## src/rtl/fetch_pkg.sv

```systemverilog
// Shared types for the fetch controller: FSM state encoding, queue depth
// and the layout of one queued instruction entry.
package fetch_pkg;

    typedef enum logic [1:0] {
        IDLE  = 2'd0,   // no request outstanding
        BUSY  = 2'd1,   // request outstanding, result will be kept
        FLUSH = 2'd2    // request outstanding, result will be dropped
    } fetch_state_e;

    localparam int FETCH_Q_DEPTH = 2;
    localparam int FETCH_CNT_W   = 2;

    // One decode-bound entry: {instr, pc, pred} = 65 bits.
    typedef struct packed {
        logic [31:0] instr;
        logic [31:0] pc;
        logic        pred;
    } fetch_entry_t;

endpackage

```

## src/rtl/fetch_buf.sv

```systemverilog
// Two-entry instruction FIFO between instruction memory and decode.
// Pure storage: push, pop, flush and an occupancy count. Entry 0 is always
// the head, so the head is a plain register with no read mux. Flush wins
// over push and pop.
module fetch_buf
    import fetch_pkg::*;
(
    input  logic                   clk,
    input  logic                   reset,
    input  logic                   push_i,
    input  fetch_entry_t           push_data_i,
    input  logic                   pop_i,
    input  logic                   flush_i,
    output fetch_entry_t           head_o,
    output logic [FETCH_CNT_W-1:0] count_o
);

    fetch_entry_t           ent0_q, ent0_d;
    fetch_entry_t           ent1_q, ent1_d;
    logic [FETCH_CNT_W-1:0] count_q, count_d;
    logic [FETCH_CNT_W-1:0] kept;
    logic                   pop_ok;

    // Shift on pop, then write the push into the first free slot.
    always_comb begin
        ent0_d  = ent0_q;
        ent1_d  = ent1_q;
        count_d = count_q;
        pop_ok  = pop_i && (count_q != '0);
        kept    = count_q - FETCH_CNT_W'(pop_ok);
        if (flush_i) begin
            count_d = '0;
        end else begin
            if (pop_ok) begin
                ent0_d = ent1_q;
            end
            if (push_i) begin
                if (kept == '0) begin
                    ent0_d = push_data_i;
                end else begin
                    ent1_d = push_data_i;
                end
            end
            count_d = kept + FETCH_CNT_W'(push_i);
        end
    end

    // Storage and count registers.
    always_ff @(posedge clk or posedge reset) begin
        if (reset) begin
            ent0_q  <= '0;
            ent1_q  <= '0;
            count_q <= '0;
        end else begin
            ent0_q  <= ent0_d;
            ent1_q  <= ent1_d;
            count_q <= count_d;
        end
    end

    assign head_o  = ent0_q;
    assign count_o = count_q;

    // The controller only launches when the result is guaranteed a slot.
    a_no_overflow: assert property (@(posedge clk) disable iff (reset)
        !(push_i && !flush_i && !pop_i && (count_q == FETCH_CNT_W'(FETCH_Q_DEPTH))));

endmodule

```

## src/rtl/fetch_ctrl.sv

```systemverilog
// Fetch-stage controller: decides when the PC register advances, issues
// registered instruction-memory requests (req/ack) and queues returned
// instructions toward decode. A redirect while a request is in flight moves
// to FLUSH so the stale return is dropped.
// Optional watchdog: define FETCH_WATCHDOG_EN to enable fetch_timeout.
module fetch_ctrl
    import fetch_pkg::*;
#(
    parameter int WDOG_LIMIT = 256
) (
    input  logic        clk,
    input  logic        reset,
    input  logic [31:0] pc,
    input  logic        br_pred,
    input  logic        miss_pred,
    input  logic        instr_ready,
    input  logic        imem_ack,
    input  logic [31:0] imem_rdata,
    output logic        pc_stall,
    output logic        pc_br_pred,
    output logic        imem_req,
    output logic [31:0] imem_addr,
    output logic        instr_valid,
    output logic [31:0] instr,
    output logic [31:0] instr_pc,
    output logic        instr_pred,
    output logic        fetch_timeout
);

    if (WDOG_LIMIT < 1) begin : g_bad_limit
        $error("WDOG_LIMIT must be at least 1");
    end

    fetch_state_e           state_q, state_d;
    logic                   req_q, req_d;
    logic [31:0]            addr_q, addr_d;
    logic                   pred_q, pred_d;
    logic                   push, pop, launch;
    logic [2:0]             occ;
    logic [FETCH_CNT_W-1:0] count;
    fetch_entry_t           head, push_data;

    // Occupancy after this edge decides whether a new result would fit.
    assign instr_valid = (count != '0) && !miss_pred;
    assign pop         = instr_valid && instr_ready;
    assign push        = (state_q == BUSY) && imem_ack && !miss_pred;
    assign occ         = 3'(count) - 3'(pop) + 3'(push);
    assign launch      = !miss_pred && (state_q != FLUSH) &&
                         ((state_q == IDLE) || imem_ack) && (occ <= 3'd1);

    // State register.
    always_ff @(posedge clk or posedge reset) begin
        if (reset) begin
            state_q <= IDLE;
        end else begin
            state_q <= state_d;
        end
    end

    // Next-state: track whether a request is outstanding and if its data is wanted.
    always_comb begin
        state_d = state_q;
        case (state_q)
            IDLE: begin
                if (launch) state_d = BUSY;
            end
            BUSY: begin
                if (imem_ack)       state_d = launch ? BUSY : IDLE;
                else if (miss_pred) state_d = FLUSH;
            end
            FLUSH: begin
                if (imem_ack) state_d = IDLE;
            end
            default: state_d = IDLE;
        endcase
    end

    // Outputs: PC-register control and the next request registers.
    always_comb begin
        pc_stall   = !launch;
        pc_br_pred = br_pred && launch;
        req_d      = req_q;
        addr_d     = addr_q;
        pred_d     = pred_q;
        if (launch) begin
            req_d  = 1'b1;
            addr_d = pc;
            pred_d = br_pred;
        end else if (imem_ack) begin
            req_d  = 1'b0;
        end
    end

    // Request registers hold steady until the memory acknowledges.
    always_ff @(posedge clk or posedge reset) begin
        if (reset) begin
            req_q  <= 1'b0;
            addr_q <= '0;
            pred_q <= 1'b0;
        end else begin
            req_q  <= req_d;
            addr_q <= addr_d;
            pred_q <= pred_d;
        end
    end

    assign imem_req  = req_q;
    assign imem_addr = addr_q;
    assign push_data = {imem_rdata, addr_q, pred_q};

    fetch_buf u_buf (
        .clk         (clk),
        .reset       (reset),
        .push_i      (push),
        .push_data_i (push_data),
        .pop_i       (pop),
        .flush_i     (miss_pred),
        .head_o      (head),
        .count_o     (count)
    );

    assign instr      = head.instr;
    assign instr_pc   = head.pc;
    assign instr_pred = head.pred;

`ifdef FETCH_WATCHDOG_EN
    localparam int WDOG_W = $clog2(WDOG_LIMIT + 1);

    logic [WDOG_W-1:0] wdog_q, wdog_d;
    logic              timeout_q;

    // Count wait cycles of the outstanding request, saturating at the limit.
    always_comb begin
        wdog_d = wdog_q;
        if ((state_q == IDLE) || imem_ack) begin
            wdog_d = '0;
        end else if (wdog_q != WDOG_W'(WDOG_LIMIT)) begin
            wdog_d = wdog_q + WDOG_W'(1);
        end
    end

    // Watchdog counter and sticky timeout flag.
    always_ff @(posedge clk or posedge reset) begin
        if (reset) begin
            wdog_q    <= '0;
            timeout_q <= 1'b0;
        end else begin
            wdog_q    <= wdog_d;
            timeout_q <= timeout_q || (wdog_d == WDOG_W'(WDOG_LIMIT));
        end
    end

    assign fetch_timeout = timeout_q;
`else
    assign fetch_timeout = 1'b0;
`endif

endmodule

```

## config.mk

```make
export PLATFORM = sky130hd
export DESIGN_NAME = fetch_ctrl
export DESIGN_NICKNAME = d
export VERILOG_FILES = /design/src/rtl/fetch_pkg.sv /design/src/rtl/fetch_buf.sv /design/src/rtl/fetch_ctrl.sv
export SDC_FILE = /design/constraint.sdc
export NUM_CORES = 1
export LEC_CHECK = 0
export CORE_ASPECT_RATIO = 1.5
export CORE_MARGIN = 5
export CORE_UTILIZATION = 40
export CTS_CLUSTER_DIAMETER = 60
export CTS_CLUSTER_SIZE = 24
export DETAILED_ROUTE_END_ITERATION = 16
export PLACE_DENSITY_LB_ADDON = 0.25
export SYNTH_ARGS = -nofsm -noshare
export SYNTH_HDL_FRONTEND = slang
export SYNTH_SLANG_ARGS = --single-unit
```

## constraint.sdc

```tcl
create_clock -name clk -period 5.7 [get_ports clk]
set_clock_uncertainty 0.05 [all_clocks]
set_input_delay 0.57 -clock clk [delete_from_list [all_inputs] [get_ports clk]]
set_output_delay 0.57 -clock clk [all_outputs]
set_load 0.02 [all_outputs]
```

==> results of run 1 <==
==> worst max-delay path, stage by stage, from the launching register on <==
cell and delay [ns]:
dfrtp_1 0.52, o21ba_2 0.28, and2_1 0.15, ha_1 0.26, inv_1 0.05, ha_1 0.13
inv_1 0.05, fa_1 0.47, nor2b_1 0.20, o2111ai_4 0.34, nor2_1 0.25, clkdlybuf4s50_1 0.64
==> worst min-delay path by stage <==
stage | startpoint | endpoint | slack [ns] | cells past startpoint
after global placement | state_q[1] | state_q[0] | 0.40 | 1
after global routing | u_buf.ent1_q[12] | u_buf.ent1_q[12] | 0.46 | 1
after detailed placement | state_q[1] | state_q[0] | 0.42 | 1
after floorplan | state_q[1] | state_q[0] | 0.38 | 1
final | state_q[1] | state_q[0] | 0.43 | 1
after CTS | state_q[1] | state_q[0] | 0.44 | 1
==> cells in the mapped netlist (3+ instances only) <==
| cell type | n | share of area, % |
|---|---|---|
| mux2_2 | 48 | 7.0 |
| buf_2 | 12 | 0.78 |
| nand4_1 | 65 | 5.3 |
| nor4b_1 | 65 | 7.4 |
| ha_1 | 4 | 0.65 |
| buf_6 | 7 | 1.0 |
| dfrtp_1 | 168 | 54 |
| clkbuf_1 | 48 | 2.3 |
| buf_4 | 7 | 0.68 |
| mux2_1 | 50 | 7.3 |
| o31ai_1 | 65 | 6.3 |
| inv_1 | 8 | 0.39 |
| nor2_1 | 3 | 0.15 |
| a21oi_1 | 67 | 4.3 |
==> final cells by class <==
| class | count | area [sq um] |
|---|---|---|
| well taps | 256 | 320 |
| repair buffers | 182 | 1800 |
| fillers | 1674 | 8990 |
| clock inverters | 13 | 119 |
| inverters | 8 | 35.0 |
| multi-input cells | 385 | 3170 |
| clock buffers | 19 | 453 |
| flip-flops and latches | 168 | 4200 |
==> registers in the layout, indices dropped and copies added, names as in the netlist <==
name / cells
u_buf.ent1_q: 65
u_buf.head_o: 65
imem_addr: 32
state_q: 2
u_buf.count_o: 2
imem_req: 1
pred_q: 1
==> metal layers <==
metal	track usage (%)	vias up
li1	-	2681
met1	22.1	3064
met2	34.2	235
met3	4.33	34
met4	8.38	0
met5	0	-
==> logic make-up (layout without fill, tap and decap cells) <==
group	count (synthesis)	after routing	share of synthesized area (%)
flip-flops	168	168	54.3
AND/OR/NAND/NOR	142	142	13.6
multiplexers	98	98	14.3
other	1	1	0.0485
adder cells (fa/ha/maj)	5	5	0.905
buffers and inverters	84	222	5.29
XOR/XNOR	3	3	0.437
AO/OA/AOI/OAI	136	136	11.2
==> power by group through the flow <==
stage / sequential [mW] / combinational (mW) / clock, mW
after CTS: 2.18 / 2.38 / 1.14
after floorplan: 2.49 / 0.946 / 0
after global routing: 2.25 / 2.52 / 1.19
after global placement: 2.17 / 2.31 / 0
after detailed placement: 2.19 / 2.37 / 0
final: 2.18 / 2.35 / 1.11
==> metrics, run 1 <==
die area=22,300 sq um; CTS Buf Count=17; post-layout power=between 5 and 6 mW; Async S/R FF share, synth=100%; post-route insts no fill=1,031; number of sinks on the clock net=168; fin area=10,100 sq um; initial antenna violation count=0; placer's final routability congestion estimate=0.780; Setup crit end kind=output pin; via count=6,014; Vert. Die Dim=180 um; sequential power share=38.7%; CTS tree=yes; switch share=37.5%; Clock Tree Buf Depth=2; fmax=229 MHz; RSZ-0062 raised after global routing=no; first-pass GRT wire length=34.3 mm; wire length on met2=11.4 mm; H-tree depth=4; Worst Max-Slew Pin Slew=about 1.1 ns; Crit. Startpoint=u_buf.count_o[1]; initial core utilization=about 40%; clock-pin slew on the worst setup and hold paths=0.06 ns; Core ar.=19,100 sq um; P&R area growth vs syn=30.4%; r2r setup slk=1.58 ns; VDD IR-drop max=0.300 mV; Int Pwr=3.52 mW; critical path required time=5.08 ns; Inst Count DP=999; Sw Pwr=between 2 and 2.5 mW; tightest hold margin=0.433 ns; Post-Place Cell Area=9520 sq um; status=completed; Hold-fix buffers, CTS=0; dominant synthesized flop cell=dfrtp_1; setup TNS=0 ns; Skew-Pair Late Insertion Delay=just over 0.4 ns; DP Wirelength=13.4 mm; type of the worst setup path=register to output pin; pre-CTS setup slack=1.46 ns; Remaining DRCs=0; post_cts resized=0; critical path startpoint category=register; crit path DAT=3.74 ns; most frequent cells in the layout=dfrtp_1 (168), clkdlybuf4s50_1 (168), a21oi_1 (67); First-pass DRT Iterations=5; cell count after synthesis=637; Setup Viol. Count Final=0; syn avg cell area=12.2 sq um; routed vias/inst=5.83; reg2reg end=u_buf.head_o[17]; sequential fraction of the synthesis area=54.3%; capture point of the worst path=pc_br_pred; DR WL met3=1.27 mm; Worst Setup Slack, final=~1.3 ns; Yosys reg bits=approximately 170; endpoints failing hold=0; r2r worst-path depth=8; io pins=172; Clock Power Share=19.7%; Leak=4.00 nW; Unique masters post-synth=31; HP Class=register to register; Syn Nets=712; buffers added on ports=170; fraction of layout cells with a size suffix above 1=13.3%; Power Density=around 560 nW/um^2; Ys Warns=0; Die Wd=124 um; Clock Tree Root=clkbuf_16; Slew Limit Fails=0; Final Util=52.9%; ANT cells=0; M1 wire length=8.28 mm; final worst path period need=4.36 ns; max_slew headroom=24.2%; GRT overflow=0; Total Wirelength=21.5 mm; Final ANT Viol Nets=0; max-cap viol count=0; Top Metal Used=met4; Logic pwr share=41.6%; Setup Fix Bufs, Post-CTS=0; drt first-iter violations=557; row cnt=62; Post-synth EDFFs=0; largest net degree at the start of global routing=87; Routed WL per cell=between 20 and 25 um; Post-Syn Area=7740 sq um; GR Util All Layers=between 15 and 20%; period utilization=76.6%; Final #Nets=837; worst r2r src=u_buf.count_o[1]; vias in the first global route=between 6,000 and 7,000; CP Max Fanout=13
Note: power is estimated with default switching activity, not from simulation.
==> run 2: changes to the inputs <==
==> constraint.sdc (replaced) <==
create_clock -name clk -period 4.07 [get_ports clk]
set_clock_uncertainty 0.05 [all_clocks]
set_input_delay 0.407 -clock clk [delete_from_list [all_inputs] [get_ports clk]]
set_output_delay 0.407 -clock clk [all_outputs]
set_load 0.02 [all_outputs]
==> run 2 against run 1 <==
Effect of this change:
- design area up 0.33%
- count of clock-buffer cells in the layout up 3
- worst hold slack worse by 0.012 ns
- global-route usage up 1.1 points
- non-clock buffer count up 5
- sequential cell count unchanged
- combinational power up 41%
- register-to-register slack worse by 0.86 ns
- clock power up 40%
==> metrics, run 2 (synthesis results as in run 1) <==
status=completed (unchanged); die area=22,300 sq um (unchanged); final worst path period need=3.86 ns; Remaining DRCs=0 (unchanged); r2r worst-path depth=7 (was 8); Routed WL per cell=21.3 um (was 20.9 um); GR Util All Layers=20.5% (was 19.4%); DP Wirelength=13.7 mm (was 13.4 mm); Hold-fix buffers, CTS=0 (unchanged); Final #Nets=842 (was 837); r2r setup slk=0.72 ns (was 1.58 ns); period utilization=94.8%; crit path DAT=3.40 ns (was 3.74 ns); most common cell after layout, fill and taps aside=clkdlybuf4s50_1; largest net degree at the start of global routing=87 (unchanged); Setup Viol. Count Final=0 (unchanged); H-tree depth=4 (unchanged); row cnt=62 (unchanged); Die Wd=124 um (unchanged); First-pass DRT Iterations=5 (unchanged); clock-pin slew on the worst setup and hold paths=0.06 ns (about the same); VDD IR-drop max=0.436 mV (was 0.300 mV); Final ANT Viol Nets=0 (unchanged); vias in the first global route=6,672 (was 6,527); max_slew headroom=44.0% (was 24.2%); RSZ-0062 raised after global routing=no (unchanged); CP Max Fanout=5 (was 13); worst r2r src=u_buf.count_o[1] (unchanged); CTS tree=yes (unchanged); buffers added on ports=170 (unchanged); initial antenna violation count=0 (unchanged); CTS Buf Count=17 (unchanged); reg2reg end=u_buf.head_o[40] (was u_buf.head_o[17]); critical path required time=3.61 ns (was 5.08 ns); Core ar.=19,100 sq um (unchanged); post-layout power=7.92 mW (was 5.64 mW); most frequent cells in the layout=clkdlybuf4s50_1 (168), dfrtp_1 (167), a21oi_1 (67) (was dfrtp_1 (168), clkdlybuf4s50_1 (168), a21oi_1 (67)); critical path startpoint category=register (unchanged); Final Util=53.1% (was 52.9%); type of the worst setup path=register to output pin (unchanged); HP Class=primary input to asynchronous set/reset pin (was register to register); Setup Fix Bufs, Post-CTS=0 (unchanged); Crit. Startpoint=u_buf.count_o[1] (unchanged); Critical Path Max Stage Delay=0.62 ns (was 0.64 ns); crit path cell chain=o21ba_2, and2_1, ha_1, inv_1, ha_1, inv_1, fa_1, nor2b_1, o2111ai_4, nor2_1, clkdlybuf4s50_1 (unchanged); placer's final routability congestion estimate=0.747 (was 0.780); io pins=172 (unchanged); Worst Max-Slew Pin Slew=0.840 ns (was 1.13 ns); ANT cells=0 (unchanged); Clock Tree Buf Depth=2 (unchanged); endpoints failing hold=0 (unchanged); initial core utilization=40.6% (unchanged); Skew-Pair Late Insertion Delay=0.42 ns (was 0.41 ns); setup TNS=0 ns (unchanged); Slew Limit Fails=0 (unchanged); drt first-iter violations=512 (was 557); CP max-delay cell=clkdlybuf4s50_1 (unchanged); fmax=259 MHz; GRT overflow=0 (unchanged); Leak=4.01 nW (was 4.00 nW); Setup crit end kind=output pin (unchanged); number of sinks on the clock net=168 (unchanged); fraction of layout cells with a size suffix above 1=13.7% (was 13.3%); Power Density=781 nW/um^2 (was 558 nW/um^2); P&R area growth vs syn=30.9% (was 30.4%); routed vias/inst=5.97 (was 5.83); max-cap viol count=0 (unchanged); Vert. Die Dim=180 um (unchanged); post_cts resized=0 (unchanged); Clock Tree Root=clkbuf_16 (unchanged); Total Wirelength=22.1 mm (was 21.5 mm); first-pass GRT wire length=36.1 mm (was 34.3 mm); tightest hold margin=0.420 ns (was 0.433 ns); via count=6,181 (was 6,014)
-- run 2: cell count changes in the layout (fill, tap and decap cells not counted) --
cell	previous run	this run
buf_4	12	17
inv_6	4	1
clkbuf_1	0	2
clkbuf_8	2	3
clkinv_2	4	3
clkinv_4	1	2
clkinvlp_4	3	4
dfrtp_1	168	167
dfrtp_2	0	1
inv_8	1	0
-- run 2: worst max-delay path by stage --
| stage | end | cells past startpoint | slack, ns |
|---|---|---|---|
| global route | pc_br_pred | 11 | 0.02 |
| detailed placement | u_buf.head_o[3] | 6 | 0.52 |
| CTS | pc_br_pred | 11 | 0.10 |
| global placement | u_buf.head_o[58] | 6 | 0.56 |
| floorplan | pc_br_pred | 14 | 0.50 |
| finish | pc_br_pred | 11 | 0.21 |
-- run 2: where the power goes --
group          switching (mW)  internal, mW  leakage (nW)
registers               0.582          2.47          2.10
logic                    1.72          1.59          1.64
clock network           0.661         0.892         0.272
total                    2.96          4.95          4.01
-- run 2: area by class of cell --
cell class	instances	area [sq um]
multi-input cells	385	3170
well taps	256	320
repair buffers	187	1830
clock buffers	22	474
clock inverters	10	93.8
fillers	1716	8950
inverters	8	33.8
flip-flops and latches	168	4210
-- run 2: worst max-delay path: cells and delay by family (launching register included) --
family                     cells  cell delay, ns
AOI/OAI and AO/OA              2            0.42
adders and majority gates      3            0.86
buffers and inverters          3            0.72
DFF                            1            0.49
and+or+nand+nor                3            0.49
-- run 2: per-layer routing --
metal | wire length, um | vias to the layer above | GRT usage (%)
li1 | - | 2693 | -
met1 | 8720 | 3223 | 24.6
met2 | 11700 | 229 | 35.5
met3 | 1130 | 36 | 4.37
met4 | 547 | 0 | 7.72
met5 | 0 | - | 0
-- run 2: metrics by stage --
| step | std cells | area (sq um) | setup WS, ns |
|---|---|---|---|
| 3_5_place_dp | 1004 | 9560 | 0.519 |
| 4_1_cts | 1036 | 10100 | 0.103 |
| 3_3_place_gp | 1004 | 9560 | 0.560 |
| 2_1_floorplan | 637 | 7740 | 0.499 |
| 6_report | 1036 | 10100 | 0.211 |
| 5_1_grt | 1036 | 10100 | 0.0232 |
